===== src/rtl/axi_pkg.sv =====
// Shared AXI definitions: response codes, burst type, 4 KB page size and
// the write-master FSM state type.
package axi_pkg;

  localparam logic [1:0] RESP_OKAY   = 2'b00;
  localparam logic [1:0] RESP_EXOKAY = 2'b01;
  localparam logic [1:0] RESP_SLVERR = 2'b10;
  localparam logic [1:0] RESP_DECERR = 2'b11;

  localparam logic [1:0] BURST_INCR = 2'b01;

  localparam int unsigned BOUNDARY_4K = 4096;

  typedef enum logic [1:0] {
    ST_IDLE,
    ST_ADDR,
    ST_DATA,
    ST_RESP
  } wr_state_t;

  function automatic logic [2:0] axi_size(input int unsigned data_w);
    logic [2:0] s;
    s = '0;
    for (int unsigned i = 0; i < 8; i++) begin
      if ((32'd1 << i) == data_w / 8) s = i[2:0];
    end
    return s;
  endfunction

endpackage


===== src/rtl/axi_w_skid.sv =====
// W-channel register slice: registered output plus one skid entry, so the
// upstream ready depends only on flop state, never on out_ready.
module axi_w_skid #(
  parameter int DATA_W = 32
) (
  input  logic                clk,
  input  logic                rst_n,
  input  logic                in_valid,
  output logic                in_ready,
  input  logic [DATA_W-1:0]   in_data,
  input  logic [DATA_W/8-1:0] in_strb,
  input  logic                in_last,
  output logic                out_valid,
  input  logic                out_ready,
  output logic [DATA_W-1:0]   out_data,
  output logic [DATA_W/8-1:0] out_strb,
  output logic                out_last
);

  localparam int PW = DATA_W + DATA_W / 8 + 1;

  logic [PW-1:0] in_pay;
  logic [PW-1:0] out_q;
  logic [PW-1:0] skid_q;
  logic          skid_valid;

  assign in_pay   = {in_last, in_strb, in_data};
  assign {out_last, out_strb, out_data} = out_q;
  assign in_ready = !skid_valid;

  // A beat accepted while the output is stalled parks in the skid entry.
  always_ff @(posedge clk or negedge rst_n) begin
    if (!rst_n) begin
      out_valid  <= 1'b0;
      out_q      <= '0;
      skid_valid <= 1'b0;
      skid_q     <= '0;
    end else if (!out_valid || out_ready) begin
      if (skid_valid) begin
        out_valid  <= 1'b1;
        out_q      <= skid_q;
        skid_valid <= 1'b0;
      end else begin
        out_valid <= in_valid;
        if (in_valid) out_q <= in_pay;
      end
    end else if (in_valid && !skid_valid) begin
      skid_valid <= 1'b1;
      skid_q     <= in_pay;
    end
  end

endmodule


===== src/rtl/axi_burst_wr_master.sv =====
// Single-outstanding AXI INCR write-burst master: takes a burst command,
// streams user beats through a W skid stage and reports the B response.
module axi_burst_wr_master
  import axi_pkg::*;
#(
  parameter int ADDR_W = 32,
  parameter int DATA_W = 32,
  parameter int LEN_W  = 8
) (
  input  logic                clk,
  input  logic                rst_n,
  input  logic                cmd_valid,
  output logic                cmd_ready,
  input  logic [ADDR_W-1:0]   cmd_addr,
  input  logic [LEN_W-1:0]    cmd_len,
  input  logic                wr_valid,
  output logic                wr_ready,
  input  logic [DATA_W-1:0]   wr_data,
  input  logic [DATA_W/8-1:0] wr_strb,
  output logic [ADDR_W-1:0]   awaddr,
  output logic [LEN_W-1:0]    awlen,
  output logic [2:0]          awsize,
  output logic [1:0]          awburst,
  output logic                awvalid,
  input  logic                awready,
  output logic [DATA_W-1:0]   wdata,
  output logic [DATA_W/8-1:0] wstrb,
  output logic                wlast,
  output logic                wvalid,
  input  logic                wready,
  input  logic [1:0]          bresp,
  input  logic                bvalid,
  output logic                bready,
  output logic                done,
  output logic [1:0]          done_resp
);

  localparam int STRB_W = DATA_W / 8;

  wr_state_t      state, state_next;
  logic [LEN_W:0] beat_cnt;
  logic           ready_en;
  logic           cmd_fire;
  logic           cross_4k;
  logic [31:0]    burst_end;
  logic           beats_left;
  logic           skid_in_ready;
  logic           beat_fire;
  logic           last_fire;

  assign awsize     = axi_size(DATA_W);
  assign awburst    = BURST_INCR;
  assign cmd_ready  = ready_en && (state == ST_IDLE);
  assign cmd_fire   = cmd_valid && cmd_ready;
  assign awvalid    = (state == ST_ADDR);
  assign bready     = (state == ST_RESP);
  assign beats_left = (beat_cnt <= {1'b0, awlen});
  assign wr_ready   = (state == ST_DATA) && beats_left && skid_in_ready;
  assign beat_fire  = wr_valid && wr_ready;
  assign last_fire  = wvalid && wready && wlast;

  always_comb begin
    burst_end = 32'(cmd_addr[11:0]) + (32'(cmd_len) + 32'd1) * 32'(STRB_W);
    cross_4k  = (burst_end > 32'(BOUNDARY_4K));
  end

  always_ff @(posedge clk or negedge rst_n) begin
    if (!rst_n) state <= ST_IDLE;
    else        state <= state_next;
  end

  always_comb begin
    state_next = state;
    case (state)
      ST_IDLE: if (cmd_fire && !cross_4k) state_next = ST_ADDR;
      ST_ADDR: if (awready)               state_next = ST_DATA;
      ST_DATA: if (last_fire)             state_next = ST_RESP;
      ST_RESP: if (bvalid)                state_next = ST_IDLE;
      default:                            state_next = ST_IDLE;
    endcase
  end

  // ready_en keeps cmd_ready low until the first edge after reset release.
  always_ff @(posedge clk or negedge rst_n) begin
    if (!rst_n) begin
      ready_en  <= 1'b0;
      awaddr    <= '0;
      awlen     <= '0;
      beat_cnt  <= '0;
      done      <= 1'b0;
      done_resp <= RESP_OKAY;
    end else begin
      ready_en <= 1'b1;
      done     <= 1'b0;
      if (cmd_fire) begin
        if (cross_4k) begin
          done      <= 1'b1;
          done_resp <= RESP_SLVERR;
        end else begin
          awaddr   <= cmd_addr;
          awlen    <= cmd_len;
          beat_cnt <= '0;
        end
      end
      if (beat_fire) beat_cnt <= beat_cnt + 1'b1;
      if (state == ST_RESP && bvalid) begin
        done      <= 1'b1;
        done_resp <= bresp;
      end
    end
  end

  axi_w_skid #(
    .DATA_W (DATA_W)
  ) u_w_skid (
    .clk       (clk),
    .rst_n     (rst_n),
    .in_valid  (beat_fire),
    .in_ready  (skid_in_ready),
    .in_data   (wr_data),
    .in_strb   (wr_strb),
    .in_last   (beat_cnt == {1'b0, awlen}),
    .out_valid (wvalid),
    .out_ready (wready),
    .out_data  (wdata),
    .out_strb  (wstrb),
    .out_last  (wlast)
  );

endmodule


===== config.mk =====
export PLATFORM = sky130hd
export DESIGN_NAME = axi_burst_wr_master
export DESIGN_NICKNAME = d
export VERILOG_FILES = /design/src/rtl/axi_pkg.sv /design/src/rtl/axi_w_skid.sv /design/src/rtl/axi_burst_wr_master.sv
export SDC_FILE = /design/constraint.sdc
export NUM_CORES = 1
export LEC_CHECK = 0
export ABC_AREA = 1
export CAP_MARGIN = 10
export CELL_PAD_IN_SITES_DETAIL_PLACEMENT = 1
export CELL_PAD_IN_SITES_GLOBAL_PLACEMENT = 1
export CORE_MARGIN = 1
export CORE_UTILIZATION = 35
export CTS_BUF_LIST = sky130_fd_sc_hd__clkbuf_8
export DETAILED_ROUTE_END_ITERATION = 16
export MAX_ROUTING_LAYER = met4
export PLACE_DENSITY = 0.81
export REMOVE_ABC_BUFFERS = 1
export SYNTH_ARGS = -nofsm -noshare
export SYNTH_HDL_FRONTEND = slang
export SYNTH_SLANG_ARGS = --single-unit

===== constraint.sdc =====
create_clock -name clk -period 2.6 [get_ports clk]
set_clock_uncertainty 0.05 [all_clocks]
set_input_delay 0.26 -clock clk [delete_from_list [all_inputs] [get_ports clk]]
set_output_delay 0.26 -clock clk [all_outputs]
set_load 0.05 [all_outputs]

After elaboration in Yosys (flattened, before gate mapping)
Index checks and enable logic that the tools add are counted.
{ "word_totals": {"wordCells": 72, "out_inout_bits": 90, "n_memories": 0, "regBits": 131, "input_bits": 85, "rom_bits": 0, "latch_bits": 0, "ramBits": 0} }
{ "op_classes": {"mux": 19, "n_bitwise": 2, "shifts": 0, "n_reduce_logical": 26, "multipliers": 0, "magnitude_cmp": 2, "n_eq_ne": 9, "addsub": 3, "n_div": 0} }
{ "ops": {"columns": ["cell", "count"], "rows": [
  ["two-way mux 37 bit", 2],
  ["two-way mux 9 bit", 3],
  ["two-way mux 2 bit", 7],
  ["adder 12 x 11 -> 13 bit", 1],
  ["> comparator 13 bit, second input constant", 1],
  ["logical AND 1 bit", 10],
  ["AND reduction 2 bit", 5],
  ["nonzero test 2 bit", 5],
  ["adder 8 x 1 -> 9 bit, second input constant", 1],
  ["adder 9 x 1 -> 9 bit, second input constant", 1],
  ["equality test 9 x 8 -> 1 bit", 1],
  ["less-or-equal comparator 9 x 8 -> 1 bit", 1],
  ["case mux 2 bit (4 select lines)", 1],
  ["two-way mux 1 bit", 6],
  ["!= test 2 x 1 -> 1 bit, second input constant", 3],
  ["equality test 2 bit, second input constant", 2],
  ["!= test 2 bit, second input constant", 2],
  ["AND reduction 4 bit", 1],
  ["logical NOT 1 bit", 3],
  ["equality test 2 x 1 -> 1 bit, second input constant", 1],
  ["logical NOT 2 bit", 1],
  ["NOT 1 bit", 2],
  ["logical OR 1 bit", 1]
]} }

Longest topological paths before layout
{ "depth": {"depth_word": 7, "mapped_depth": 21, "ltp_nobuf": 21} }

Cells and area by module
A second synthesis with hierarchy kept.
{ "unflattened": {"hier_cells": 887, "hier_area_um2": 6742.7} }
{ "by_module_without_submodules": {"columns": ["mod", "cells_per_inst", "seq_area_each_um2", "area_each_um2", "n_inst"], "rows": [
  ["axi_w_skid", 448, 1901.8, 3422.0, 1],
  ["axi_burst_wr_master", 439, 1376.3, 3320.7, 1]
]} }

Worst setup path after synthesis
OpenSTA, ideal clock, no wires.
{ "synth_timing": {"path_kind": "input to register", "start": "in cmd_len[0]", "end": "reg awlen[0]", "required_ps": 2430, "path_buffers": 1, "cell_stages": 20, "setup_time_ps": 120, "path_slack_ps": -116, "arrival_ps": 2546, "path_cell_list": "inv_1 -> nor3_1 -> nand3_1 -> nor3_1 -> xor2_1 -> inv_1 -> ha_1 -> nand2_1 -> inv_1 -> a21oi_1 -> nand2_1 -> nand2_1 -> nand2_1 -> nor2_1 -> nand3_1 -> nand2_2 -> nand2_4 -> buf_6 -> nand2_1 -> o21ai_2"} }
{ "synth_via": {"elab_chain_cells": 5} }
{ "synth_rtl": {"columns": ["element", "line_no", "source"], "rows": [
  ["from (decl)", "axi_burst_wr_master.sv:15", "input logic [LEN_W-1:0] cmd_len,"],
  ["adder 8 x 1 -> 9 bit", "axi_burst_wr_master.sv:63", "burst_end = 32'(cmd_addr[11:0]) + (32'(cmd_len) + 32'd1) * 32'(STRB_W);"],
  ["adder 12 x 11 -> 13 bit", "axi_burst_wr_master.sv:63", null],
  ["> comparator 13 bit", "axi_burst_wr_master.sv:64", "cross_4k = (burst_end > 32'(BOUNDARY_4K));"],
  ["NOT 1 bit (no line)", null, null],
  ["AND reduction 2 bit (no line)", null, null],
  ["to (signal assigned)", "axi_burst_wr_master.sv:101", "awlen <= cmd_len;"],
  ["to (decl)", "axi_burst_wr_master.sv:21", "output logic [LEN_W-1:0] awlen,"]
]} }
Several ways; a longest one is shown, not always the timed one.
A chain may end at the register's enable or synchronous reset.

Worst setup path after layout
{ "layout_timing": {"start": "in cmd_len[2]", "end": "reg awlen[6]"} }
{ "layout_via": {"elab_chain_cells": 5} }
{ "layout_rtl": {"columns": ["element", "line_no"], "rows": [
  ["adder 8 x 1 -> 9 bit", "axi_burst_wr_master.sv:63"],
  ["adder 12 x 11 -> 13 bit", "axi_burst_wr_master.sv:63"],
  ["> comparator 13 bit", "axi_burst_wr_master.sv:64"],
  ["NOT 1 bit (no line)", null],
  ["AND reduction 2 bit (no line)", null]
]} }
Every way passes these cells.

==> impl_metrics.ini <==
[run_status]
run_status = finished with violations
failed_checks = negative setup slack

[logic_synthesis]
synth_xor_xnor_area_share_pct = 1.304
ys_ff_latch = 131
yosys.area.top_type = dfrtp_1
ys_top_cells_by_area = dfrtp_1, nand2_1, o21ai_0
synth.area.mux_share_pct = 3.874
synthSimpleGateAreaFrac_pct = 22.09
synthTopCellsByCount = nand2_1, dfrtp_1, inv_1, o21ai_0, nand3_1
synth_seq_area_share_pct = 48.80
synthAdderAreaFrac_pct = 4.954
synth_top_family_by_area = simple AND/OR/NAND/NOR gates
yosys_most_used_dff = dfrtp_1
synth.most_common_cell = nand2_1
synth.avg_cell_area_um2 = 8.558
async_reset_ff_share_pct = 100.0
synth_top_area_share_pct = 48.80
synth_compound_gate_area_share_pct = 10.34
synth_warnings = 0
synth.distinct_cells = 37
synth_area_um2 = 6718
synthCells = 785
synth_edf_count = 0

[critical_path]
r2r-end = u_w_skid.out_q[0]$_DFFE_PN0P_
reg2reg_slack_ns = 0.23
rr_startpoint = awlen[6]$_DFFE_PN0P_
worstSetupPathType = input port to flip-flop
critical_path_arrival_ns = 2.94
r2r_cells = 12
cp_max_fo = 7
critPathCaptureType = flip-flop
start_kind = input port
cp.required_ns = 2.89

[die]
die_h_um = 140.5
core.rowCount = 50
die_area_um2 = 19750
start_util_pct = 35.79
pin_count = 175
die_w_um = 140.5
core_area_um2 = 18770

[timing]
timing.final.crit_share_pct = 102.0
fin_crit_ns = 2.651
setup_tns_ns = -0.09497
slew_headroom_pct = 61.54
setup_ws_ns = -0.05147
finalHoldViolCount = 0
fmax_mhz = 377.1
slew_violations = 0
setup_viol = 3
holdWs_ns = 0.05882
tightestPinTransition_ns = 0.5751

[min_path]
hold_path.class = input port to flip-flop
whs_endpoint = awaddr[2]$_DFFE_PN0P_
min_path_cells = 3
hold_start = cmd_addr[2]

[finish]
nets = 1114
stdcell_count = 1250
drive_above_1_share_pct = 21.26
areaGrowthSynthToFinish_pct = 47.16
n_antenna_cell = 0
fillCellCount = 2179
final_util_pct = 52.67

[place]
dp_hpwl_um = 13620
routabilityCongestion = 0.8088
portBuffers = 169
dp_cells = 1193

[cts]
cts.path.max_buffers = 2
clk_latency_ns = 0.45
clock-sinks = 131
numCtsBuffers = 17
clockRootBuffer = clkbuf_8
clk_pin_slew_ns = 0.09
cts_tree = yes
htreeDepth = 4

[run]
drv_cap = 0

[routing]
viasPerCell = 4.946
drtPass1Iterations = 4
drc = 0
wl_per_cell_um = 17.41
vias = 6183
drt_iter0_markers = 203
antenna_left = 0
routed_wl_um = 21770

[power]
power_density_nw_per_um2 = 1229
ir_drop_v = 0.0007985
leakage_nw = 4.666

[global_route]
grt_antenna_before_repair = 0
grt_pass1_wl_um = 32790
grt_overflow = 0
grt_pass1_vias = 6427
grt_max_degree = 69
grt.total_usage_pct = 21.78
## per-stage QoR
| step | power (W) | setup WS [ns] | area (um2) |
|---|---|---|---|
| CTS | 0.01169 | -0.01448 | 9458 |
| global placement | 0.009455 | -0.8162 | 8813 |
| floorplan | 0.007342 | -1.120 | 6434 |
| finish | 0.01215 | -0.05147 | 9886 |
| global route | 0.01282 | -0.1460 | 9886 |
| detailed placement | 0.009656 | -1.057 | 8813 |
## per-layer routing
metal	wire length (um)	vias up	track usage (%)
met5	0	-	-
met4	395	0	5.435
met3	954	31	4.615
met2	11040	157	37.21
met1	9376	3049	26.17
li1	-	2946	-
## logic make-up after synthesis
logic type / after synthesis
compound gates: 119
xor+xnor: 10
fa+ha+maj: 26
buf+inv: 115
flops: 131
mux: 26
other cells: 2
simple gates: 356
## placed cells by master (no fill, tap or decap), drive strengths merged, types with 21 or more instances in the layout
cell type      count
nor2              23
nand2            263
dfrtp            131
inv               77
clkbuf            21
clkdlybuf4s50    158
ha                25
o21ai            100
nand3             56
buf               69
mux2i             26
## layout make-up
class	count	area, um2	area share (%)
clock buffers	18	247.7	2.506
clock inverters	14	150.1	1.519
inverters	73	274.0	2.772
multi-input cells	543	3314	33.53
flip-flops and latches	131	3282	33.20
well taps	234	292.8	2.962
repair buffers	237	2325	23.52
## report_power, final
group          total (W)  internal, W  switching (W)  leakage (nW)
clock network    0.00178     0.000884       0.000901         0.185
logic            0.00690      0.00241        0.00449          2.84
registers        0.00347      0.00291       0.000559          1.64
total             0.0122      0.00620        0.00595          4.67
## worst max-delay path by stage
stage,slack [ns],from,endpoint,cells after the start
after floorplan,-1.12,u_w_skid.skid_valid$_DFFE_PN0P_,u_w_skid.out_q[10]$_DFFE_PN0P_,7
after global placement,-0.82,cmd_len[0],state[0]$_DFFE_PN0P_,23
after detailed placement,-1.06,cmd_len[0],state[0]$_DFFE_PN0P_,23
after CTS,-0.01,beat_cnt[7]$_DFFE_PN0P_,wr_ready,10
after global routing,-0.15,cmd_len[2],awlen[6]$_DFFE_PN0P_,22
final,-0.05,cmd_len[2],awlen[6]$_DFFE_PN0P_,22
## flip-flops by register name, summed over array words and instances, names as in the netlist, 2 cells and up
signal / cells
awlen: 8
u_w_skid.out_q: 37
u_w_skid.skid_q: 37
awaddr: 32
state: 2
beat_cnt: 9
done_resp: 2
## worst max-delay path, cell delays in order
cell,delay [ns]
buf_6,0.07
inv_2,0.04
nor3_4,0.23
nand3_2,0.16
buf_6,0.16
xor2_2,0.13
inv_2,0.11
ha_4,0.22
nand2_1,0.08
nand2_1,0.10
a21oi_2,0.21
nand2_1,0.12
nand2_1,0.08
nand2_1,0.06
nor2_2,0.11
nand3_2,0.09
nand2_2,0.11
nand2_4,0.11
buf_8,0.17
buf_4,0.14
nand2_1,0.11
o21ai_2,0.07
## repair_timing
action,in CTS,in global routing
hold endpoints to repair,46,0
gates resized for setup,41,75
endpoints found under the setup margin,58,92
gates cloned,0,2
setup buffers,12,10
hold buffers,1,0
pin swaps,17,25
Power figures use the tool's default switching activity.
==> RTL change (config.mk and constraints unchanged) <==
Change the parameter `ADDR_W` from 32 to 48.
--- a/src/rtl/axi_burst_wr_master.sv
+++ b/src/rtl/axi_burst_wr_master.sv
@@ -3,7 +3,7 @@
 module axi_burst_wr_master
   import axi_pkg::*;
 #(
-  parameter int ADDR_W = 32,
+  parameter int ADDR_W = 48,
   parameter int DATA_W = 32,
   parameter int LEN_W  = 8
 ) (
Ports: changed (resized awaddr and cmd_addr); port bits go from 175 to 207. The function was not compared with the original's and may differ.
==> RTL change against the original RTL <==
Total power is 9.8% higher. Synthesized cell count up 8.4%. Sequential cell count rose by 16. First-iteration DRC count fell by 9.4%. Register-to-register slack got worse by 90 ps. Synthesized area increased by 12%. Routed wire length up 3.8%. Final cell count grew 11%. Non-clock buffer count grew 40. Die area is 11% higher. Largest cell class is now flip-flops and latches. Final area is 10% higher. Worst setup slack improved by 140 ps. Critical path depth down 4.
==> RTL change: results (changes against the original RTL) <==
<table>
<tr><th>Metric</th><th>Value</th></tr>
<tr><th colspan="2">Logic synthesis</th></tr>
<tr><td>Largest cells by area after synthesis</td><td>sky130_fd_sc_hd__dfrtp_1, sky130_fd_sc_hd__nand2_1, sky130_fd_sc_hd__nand3_1 (was sky130_fd_sc_hd__dfrtp_1, sky130_fd_sc_hd__nand2_1, sky130_fd_sc_hd__o21ai_0)</td></tr>
<tr><td>Top cells by instance count after synthesis</td><td>sky130_fd_sc_hd__nand2_1, sky130_fd_sc_hd__dfrtp_1, sky130_fd_sc_hd__nand3_1, sky130_fd_sc_hd__inv_1, sky130_fd_sc_hd__o21ai_0 (was sky130_fd_sc_hd__nand2_1, sky130_fd_sc_hd__dfrtp_1, sky130_fd_sc_hd__inv_1, sky130_fd_sc_hd__o21ai_0, sky130_fd_sc_hd__nand3_1)</td></tr>
<tr><td>Xor/xnor cell area share of the yosys netlist</td><td>1.28% (was 1.30%)</td></tr>
<tr><td>Fraction of the yosys area taken by sequential cells</td><td>49.0% (was 48.8%)</td></tr>
<tr><td>Average cell area after synthesis</td><td>8.81 sq um (was 8.56 sq um)</td></tr>
<tr><th colspan="2">Outcome</th></tr>
<tr><td>Outcome</td><td>finished, final reports clean (was finished, violations left)</td></tr>
<tr><th colspan="2">Finish</th></tr>
<tr><td>Regs by FF count</td><td>awaddr (48), u_w_skid.out_q (37), u_w_skid.skid_q (37) (was u_w_skid.out_q (37), u_w_skid.skid_q (37), awaddr (32))</td></tr>
<tr><td>Layout filler cell count</td><td>2436 (was 2179)</td></tr>
<tr><td>Fraction of final layout cells with drive strength greater than 1</td><td>18.2% (was 21.3%)</td></tr>
<tr><td>Total Nets Final</td><td>1231 (was 1114)</td></tr>
<tr><th colspan="2">Critical path</th></tr>
<tr><td>Data arrival time of the critical path</td><td>2840 ps (was 2940 ps)</td></tr>
<tr><td>Critical-path cell with the highest stage delay</td><td>sky130_fd_sc_hd__ha_1 (was sky130_fd_sc_hd__nor3_4)</td></tr>
<tr><td>Maximum fanout count along the critical path</td><td>8 (was 7)</td></tr>
<tr><th colspan="2">Route</th></tr>
<tr><td>Routed vias/inst</td><td>4.86 (was 4.95)</td></tr>
<tr><td>1st-iter DRT viols</td><td>184 (was 203)</td></tr>
<tr><td>Routed len/inst</td><td>16.2 um (was 17.4 um)</td></tr>
<tr><th colspan="2">Place</th></tr>
<tr><td>Cell area after placement</td><td>10100 sq um (was 8810 sq um)</td></tr>
<tr><td>Buffers on Ports</td><td>201 (was 169)</td></tr>
<tr><th colspan="2">Timing</th></tr>
<tr><td>Final-layout setup total negative slack</td><td>0 ps (was -95.0 ps)</td></tr>
<tr><th colspan="2">Global routing</th></tr>
<tr><td>GRT Resource Usage Total</td><td>21.5% (was 21.8%)</td></tr>
</table>
## RTL change: path summary, 6_finish.rpt
check	cells past startpoint	end	slack, ps	start
max in group asynchronous	3	awaddr[14]	1400	rst_n
hold reg to reg	2	awaddr[47]	420	awaddr[47]
hold / removal	3	awaddr[2]	120	cmd_addr[2]
setup / recovery	18	awaddr[0]	90	cmd_len[0]
setup reg to reg	14	u_w_skid.skid_q[34]	140	awlen[5]
min in group asynchronous	2	u_w_skid.out_q[9]	360	rst_n
## RTL change: worst max-delay path, delay by kind of cell
family	cells	cell delay [ps]
xor+xnor	1	150
fa+ha+maj	2	650
compound gates	1	210
simple gates	9	910
buf+inv	5	650
## RTL change: layer usage
metal	vias up	share of wire (%)	track usage [%]
met5	-	0	-
met4	0	1.8	6.29
met3	33	5.2	4.60
met2	184	48	35.1
met1	3316	45	26.8
li1	3226	-	-
## RTL change: layout make-up
type / instances / area share, %
clock buffers: 19 / 2.40
clock inverters: 13 / 1.42
inverters: 71 / 2.45
multi-input cells: 590 / 31.5
flip-flops and latches: 147 / 33.8
well taps: 275 / 3.16
repair buffers: 277 / 25.3
## RTL change: cells by family after synthesis
family	count (synthesis)
other	2
DFF	147
AOI/OAI and AO/OA	117
buffers and inverters	119
muxes	26
adders and majority gates	26
and+or+nand+nor	403
xor gates and xnor gates	11
## RTL change: metrics by stage
step / util [%] / hold WS, ps / setup slack (ps)
2_1_floorplan: - / -85.6 / -1340
4_1_cts: 51.2 / 248 / 3.72
6_report: 51.8 / 116 / 86.0
3_5_place_dp: 47.9 / 315 / -975
5_1_grt: 51.8 / 118 / -50.5
3_3_place_gp: 47.9 / 299 / -827
## RTL change: timing repair
| action | 4_1_cts | 5_1_grt |
|---|---|---|
| pin swaps | 17 | 21 |
| buffers inserted | 8 | 8 |
| setup endpoints to repair | 71 | 132 |
| gates cloned | 2 | 0 |
| hold buffers | 1 | 0 |
| resized for setup | 45 | 29 |
| endpoints found under the hold margin | 73 | 0 |
## RTL change: power by group
part	total (W)	internal (W)	switching (W)
logic	0.00751	0.00260	0.00491
registers	0.00391	0.00329	0.000623
clock network	0.00192	0.00100	0.000919
total	0.0133	0.00689	0.00645
